==> src/rtl/trivium_seq_ctrl_if.sv <==
// ---------------------------------------------------------------------------
// trivium_seq_ctrl_if
// Keystream word stream between the Trivium sequencer and its consumer.
//   out_data  [OUT_W]  keystream word, first generated bit in bit 0
//   out_valid          out_data valid, held until out_ready
//   out_ready          consumer accepts when out_valid && out_ready
// With TRIV_CIPHER_EN defined the interface also carries the plaintext side:
//   in_data   [OUT_W]  word to be combined with the keystream
//   in_valid           in_data available
//   in_ready           in_data consumed this cycle
// master: the sequencer; slave: the consumer/producer on the host side.
// ---------------------------------------------------------------------------
interface trivium_seq_ctrl_if #(
    parameter int OUT_W = 8
);
    logic [OUT_W-1:0] out_data;
    logic             out_valid;
    logic             out_ready;
`ifdef TRIV_CIPHER_EN
    logic [OUT_W-1:0] in_data;
    logic             in_valid;
    logic             in_ready;

    modport master (
        output out_data, out_valid, in_ready,
        input  out_ready, in_data, in_valid
    );
    modport slave (
        input  out_data, out_valid, in_ready,
        output out_ready, in_data, in_valid
    );
`else
    modport master (
        output out_data, out_valid,
        input  out_ready
    );
    modport slave (
        input  out_data, out_valid,
        output out_ready
    );
`endif
endinterface

==> src/rtl/trivium_seq_ctrl.sv <==
// ---------------------------------------------------------------------------
// trivium_seq_ctrl
// Sequencer for the Trivium keystream core: on start pulses core_load, runs
// WARMUP_CYCLES discarded steps, then steps the core to pack keystream bits
// LSB-first into OUT_W-bit words delivered on a valid/ready stream. The core
// is frozen while a finished word cannot be handed to the output register.
// Ports:
//   clk, rst        clock; asynchronous active-low reset
//   start, len      begin a session of len words (sampled in IDLE only)
//   abort           end the session immediately, no done pulse
//   busy            state other than IDLE
//   done            one-cycle pulse after the last word is accepted
//   core_load       one-cycle pulse: core loads key/IV
//   core_step       core advances one step this cycle
//   core_ks_bit     keystream bit of the current core state
//   strm            word stream (trivium_seq_ctrl_if.master)
// Optional feature: define TRIV_CIPHER_EN to XOR each keystream word with a
// word taken from strm.in_data (in_valid/in_ready handshake).
// ---------------------------------------------------------------------------
module trivium_seq_ctrl #(
    parameter int WARMUP_CYCLES = 1152,
    parameter int OUT_W         = 8,
    parameter int LEN_W         = 16
) (
    input  logic             clk,
    input  logic             rst,
    input  logic             start,
    input  logic [LEN_W-1:0] len,
    input  logic             abort,
    output logic             busy,
    output logic             done,
    output logic             core_load,
    output logic             core_step,
    input  logic             core_ks_bit,
    trivium_seq_ctrl_if.master strm
);
    localparam int WC_W = $clog2(WARMUP_CYCLES + 1);
    localparam int BC_W = $clog2(OUT_W + 1);
    localparam logic [WC_W-1:0]  WARM_LAST = WC_W'(WARMUP_CYCLES - 1);
    localparam logic [BC_W-1:0]  BIT_LAST  = BC_W'(OUT_W - 1);
    localparam logic [BC_W-1:0]  BIT_FULL  = BC_W'(OUT_W);
    localparam logic [LEN_W-1:0] LEN_ONE   = LEN_W'(1);

    typedef enum logic [1:0] {IDLE, LOAD, WARMUP, RUN} state_t;

    state_t           state;
    logic [WC_W-1:0]  warm_cnt;
    logic [BC_W-1:0]  bit_cnt;       // bits in shifter; BIT_FULL = parked word
    logic [OUT_W-1:0] shifter;
    logic [LEN_W-1:0] len_q;
    logic [LEN_W-1:0] words_filled;  // words whose shifter fill has completed
    logic [LEN_W-1:0] words_done;    // words accepted by the consumer
    logic [OUT_W-1:0] out_data_q;
    logic             out_valid_q;

    logic             run_ok;
    logic             fill_done;
    logic             hs;
    logic [OUT_W-1:0] word_new;

`ifdef TRIV_CIPHER_EN
    assign run_ok   = strm.in_valid;
    assign word_new = {core_ks_bit, shifter[OUT_W-1:1]} ^ strm.in_data;
    assign strm.in_ready = fill_done;
`else
    assign run_ok   = 1'b1;
    assign word_new = {core_ks_bit, shifter[OUT_W-1:1]};
`endif

    assign busy      = (state != IDLE);
    assign hs        = out_valid_q && strm.out_ready;
    assign core_step = (state == WARMUP) ||
                       ((state == RUN) && (bit_cnt != BIT_FULL) &&
                        (words_filled < len_q) && run_ok);
    assign fill_done = (state == RUN) && core_step && (bit_cnt == BIT_LAST);

    assign strm.out_data  = out_data_q;
    assign strm.out_valid = out_valid_q;

    always_ff @(posedge clk or negedge rst) begin
        if (!rst) begin
            state        <= IDLE;
            warm_cnt     <= '0;
            bit_cnt      <= '0;
            shifter      <= '0;
            len_q        <= '0;
            words_filled <= '0;
            words_done   <= '0;
            out_data_q   <= '0;
            out_valid_q  <= 1'b0;
            done         <= 1'b0;
            core_load    <= 1'b0;
        end else if (abort) begin
            state        <= IDLE;
            warm_cnt     <= '0;
            bit_cnt      <= '0;
            shifter      <= '0;
            words_filled <= '0;
            words_done   <= '0;
            out_valid_q  <= 1'b0;
            done         <= 1'b0;
            core_load    <= 1'b0;
        end else begin
            done      <= 1'b0;
            core_load <= 1'b0;
            case (state)
                IDLE: begin
                    if (start) begin
                        if (len != '0) begin
                            state        <= LOAD;
                            core_load    <= 1'b1;
                            len_q        <= len;
                            warm_cnt     <= '0;
                            bit_cnt      <= '0;
                            shifter      <= '0;
                            words_filled <= '0;
                            words_done   <= '0;
                        end else begin
                            done <= 1'b1;
                        end
                    end
                end
                LOAD: state <= WARMUP;
                WARMUP: begin
                    if (warm_cnt == WARM_LAST) begin
                        warm_cnt <= '0;
                        state    <= RUN;
                    end else begin
                        warm_cnt <= warm_cnt + WC_W'(1);
                    end
                end
                RUN: begin
                    if (hs) begin
                        out_valid_q <= 1'b0;
                        words_done  <= words_done + LEN_ONE;
                        if (words_done + LEN_ONE == len_q) begin
                            done  <= 1'b1;
                            state <= IDLE;
                        end
                    end
                    // A completing fill goes straight to the output register
                    // when it is free (or being emptied this cycle); otherwise
                    // the word is parked in the shifter and the core freezes.
                    if (core_step) begin
                        if (bit_cnt == BIT_LAST) begin
                            words_filled <= words_filled + LEN_ONE;
                            if (!out_valid_q || hs) begin
                                out_data_q  <= word_new;
                                out_valid_q <= 1'b1;
                                bit_cnt     <= '0;
                            end else begin
                                shifter <= word_new;
                                bit_cnt <= BIT_FULL;
                            end
                        end else begin
                            shifter <= {core_ks_bit, shifter[OUT_W-1:1]};
                            bit_cnt <= bit_cnt + BC_W'(1);
                        end
                    end else if ((bit_cnt == BIT_FULL) && hs) begin
                        out_data_q  <= shifter;
                        out_valid_q <= 1'b1;
                        bit_cnt     <= '0;
                    end
                end
                default: state <= IDLE;
            endcase
        end
    end
endmodule

==> src/flat_wrapper.sv <==
// flat-port wrapper written by rule: the top's interface ports become plain ports
module trivium_seq_ctrl_flat 
#(
    parameter int WARMUP_CYCLES = 1152,
    parameter int OUT_W         = 8,
    parameter int LEN_W         = 16
)
  (clk, rst, start, len, abort, busy, done, core_load, core_step, core_ks_bit, strm_out_data, strm_out_valid, strm_out_ready);
  trivium_seq_ctrl_if #(.OUT_W(OUT_W)) strm_i ();
  input  logic clk;
  input  logic rst;
  input  logic start;
  input  logic [LEN_W-1:0] len;
  input  logic abort;
  output logic busy;
  output logic done;
  output logic core_load;
  output logic core_step;
  input  logic core_ks_bit;
  output wire logic [$bits(strm_i.out_data)-1:0] strm_out_data;
  output wire logic [$bits(strm_i.out_valid)-1:0] strm_out_valid;
  input wire logic [$bits(strm_i.out_ready)-1:0] strm_out_ready;
  assign strm_out_data = strm_i.out_data;
  assign strm_out_valid = strm_i.out_valid;
  assign strm_i.out_ready = strm_out_ready;
  trivium_seq_ctrl #(.WARMUP_CYCLES(WARMUP_CYCLES), .OUT_W(OUT_W), .LEN_W(LEN_W)) u_core (.clk(clk), .rst(rst), .start(start), .len(len), .abort(abort), .busy(busy), .done(done), .core_load(core_load), .core_step(core_step), .core_ks_bit(core_ks_bit), .strm(strm_i));
endmodule
==> config.mk <==
export PLATFORM = sky130hd
export DESIGN_NAME = trivium_seq_ctrl_flat
export DESIGN_NICKNAME = d
export VERILOG_FILES = /design/src/rtl/trivium_seq_ctrl_if.sv /design/src/rtl/trivium_seq_ctrl.sv /design/src/flat_wrapper.sv
export SDC_FILE = /design/constraint.sdc
export NUM_CORES = 1
export LEC_CHECK = 0
export CORE_AREA = 2 2 110 112
export DETAILED_ROUTE_END_ITERATION = 6
export DIE_AREA = 0 0 112 114
export PLACE_DENSITY = 0.66
export SYNTH_ARGS = -nofsm -noshare
export SYNTH_HDL_FRONTEND = slang
export SYNTH_SLANG_ARGS = --single-unit
==> constraint.sdc <==
create_clock -name clk -period 7.9 [get_ports clk]
set_clock_uncertainty 0.2 [all_clocks]
set_input_delay 0.79 -clock clk [delete_from_list [all_inputs] [get_ports clk]]
set_output_delay 0.79 -clock clk [all_outputs]
set_load 0.01 [all_outputs]
==> impl_results.md <==
- Worst Path Required: around 8000 ps
- Post-layout min period: 4430 ps
- Initial antenna violation count: 0
- Die X-Extent: 112 um
- Post-synth ARST share: 1.00
- Status: completed
- TritonCTS Buffers: 9
- Combinational power share: 0.304
- Area Growth Syn to Fin: 13.9%
- I/O Buffers: 34
- CP startpoint kind: input port
- Syn Inst Count: 558
- Fmax: 0.226 GHz
- Die Ht: 114 um
- Vias in the first global route: approximately 4,300
- Cell Rows: 40
- H-tree Lvls: 3
- Crit-path max FO: 14
- CTS tree: done
- Largest net degree at the start of global routing: a little under 60
- CTS Sinks: 84
- GRT Util Overall: 0.209
- # setup viols final: 0
- Place WS: ~3200 ps
- Syn nets: 603
- Layout cells sized above 1: 0.116
- DR vias: roughly 4,300
- Fill cells: 1,127
- Synth Cell Area: 0.00517 sq mm
- Least-Margin Pin Slew: about 1100 ps
- Die Footprint: 0.0128 sq mm
- Clk pwr share: 0.292
- CTS root buf: clkbuf_16
- Starting Density: 0.442
- Vias per cell: 5.92
- PnR worst setup slack: between 3000 and 4000 ps
- Max Slew Vio Count: 0
- Static Leak: 0.00254 uW
- Clk Latency, worst-skew pair: ~350 ps
- WL/cell: ~17 um
- Maximum root-to-sink buffer count: 2
- Crit end category: flop
- Clock-pin slew on the worst setup and hold paths: 60 ps
- Synth Area per Inst: 9.27 sq um
- FF-to-FF path depth: 7
- Diodes inserted: 0
- Int Pwr: 883 uW
- Setup_tns: 0 ps
- Headroom to the max-slew limit: 0.295
- Tightest hold margin: 154 ps
- GR Overflow Total: 0
- Hpwl dp: ~9000 um
- RSZ-0062 raised after global routing: no
- Crit share post-route: 0.561
- Pre-Repair DR Iteration Count: 4
- Yosys reg bits: 84
- First-pass GRT wire length: 21,300 um
- Ys flop type: dfrtp_1
- Residual DRC: 0
- I/O pin cnt: 35
- Max-cap violations: 0
- Post-synth EDFFs: 0
- GPL Wtd Cong: 0.907
- Setup repair bufs after CTS: 0
- Post-synth cell types: 66
- Post-CTS Hold Buffers: 0
- WS Path Type: in2reg
- WP data arrival: 4520 ps
- Register area share after synthesis: 0.406
- Final wirelength: 12,600 um
- PD cells: 232 mW/mm^2
- Part of the power in registers: 0.404
- Synth warnings: 0
- Final #Nets: 625
- Post-route ant nets: 0
- Iteration-0 DRC Markers: 223
- Sw frac: 0.353
- PostCTS Resize Cnt: 0
- Sw Pwr: 481 uW
- Hold Vio Cnt, Final: 0
- Maximum vdd ir drop: about 0.00019 V
- Worst min path class: in2async
- Core area: between 0.01 and 0.015 sq mm
-- cells in the mapped netlist, types with 12 or more instances --
cell type / instances / area (sq um)
a21oi_1: 27 / 135
dfrtp_1: 84 / 2100
clkbuf_1: 22 / 82.6
nand2_1: 39 / 146
nand4_1: 13 / 81.3
and3_1: 14 / 87.6
ha_1: 23 / 288
inv_1: 28 / 105
mux2_2: 33 / 372
nand3_1: 12 / 60.1
o21ai_0: 56 / 280
nor2_1: 39 / 146
-- stage by stage --
step                      total power (uW)  cell area (sq um)  cells  utilization
after floorplan                        833               5170    558            -
after global placement                 960               5610    716        0.479
after detailed placement               972               5610    716        0.479
after CTS                             1380               5890    732        0.503
after global routing                  1460               5890    732        0.503
final                                 1360               5890    732        0.503
-- power by group through the flow --
| stage | Clock [uW] | Sequential, uW | Combinational (uW) |
|---|---|---|---|
| global route | 430 | 557 | 468 |
| global placement | 0 | 558 | 402 |
| CTS | 410 | 551 | 418 |
| finish | 399 | 551 | 415 |
| detailed placement | 0 | 557 | 414 |
| floorplan | 0 | 526 | 307 |
-- cell type report --
| class | instances | area [sq um] | share of cell area |
|---|---|---|---|
| Clock buffer | 11 | 243 | 0.0412 |
| Clock inverter | 5 | 36.3 | 0.00616 |
| Inverter | 28 | 105 | 0.0178 |
| Multi-Input combinational cell | 421 | 2870 | 0.487 |
| Sequential cell | 84 | 2100 | 0.357 |
| Tap cell | 147 | 184 | 0.0312 |
| Timing Repair Buffer | 36 | 353 | 0.0599 |
-- critical path, cell delays in order --
cell	delay, ps
clkdlybuf4s50_1	430
nor4_1	670
nand4_1	260
nor2b_1	240
nor3_1	790
nor2_1	470
a21oi_1	610
a22o_1	250
-- flip-flops by register name, summed over array words and instances, names as in the netlist --
register               flops
u_core.shifter             8
u_core.done                1
u_core.words_done         16
u_core.len_q              16
u_core.strm.out_valid      1
u_core.bit_cnt             4
u_core.words_filled       16
u_core.state               2
u_core.warm_cnt           11
u_core.core_load           1
u_core.strm.out_data       8
-- per-layer routing --
| metal | up-vias | track usage | wire length (um) |
|---|---|---|---|
| met5 | - | 0 | 0 |
| met3 | 13 | 0.0611 | 702 |
| li1 | 2110 | - | - |
| met4 | 0 | 0.0569 | 145 |
| met2 | 78 | 0.327 | 5760 |
| met1 | 2132 | 0.287 | 6020 |
-- cell families after synthesis --
kind of cell / after synthesis / synth area share
DFF: 84 / 0.406
buffers and inverters: 53 / 0.0394
muxes: 33 / 0.0718
xor gates and xnor gates: 15 / 0.0254
adders and majority gates: 23 / 0.0556
AOI/OAI and AO/OA: 153 / 0.190
and+or+nand+nor: 197 / 0.211
-- layout by cell type (no fill, tap or decap), types with 5 or more instances in the layout --
master            n
ha_1             23
a31oi_1          10
clkdlybuf4s50_1  33
clkbuf_16         9
xor2_1            5
o211ai_1          6
nor3_1            9
xnor2_1          10
nand3_1          12
and3_1           14
nor2_1           39
dfrtp_1          84
nand2_1          39
a21oi_1          27
o21ai_0          56
or3_1            11
nor2b_1          10
or4_1             8
nor4_1            7
inv_1            28
o31ai_1          10
a22o_1           11
mux2_2           33
nand4_1          13
nand2b_1          6
-- worst paths after layout --
| check | slack, ps | to | from |
|---|---|---|---|
| max | 3470 | u_core.shifter[3] | len[2] |
| min | 150 | u_core.words_done[13] | rst |
| max reg2reg | 4390 | u_core.done | u_core.words_done[3] |
| min reg2reg | 310 | u_core.warm_cnt[3] | u_core.warm_cnt[3] |
| max in group asynchronous | 6280 | u_core.words_done[6] | rst |
| min in group clk | 310 | u_core.warm_cnt[3] | u_core.warm_cnt[3] |
(Power assumes the default switching activity.)
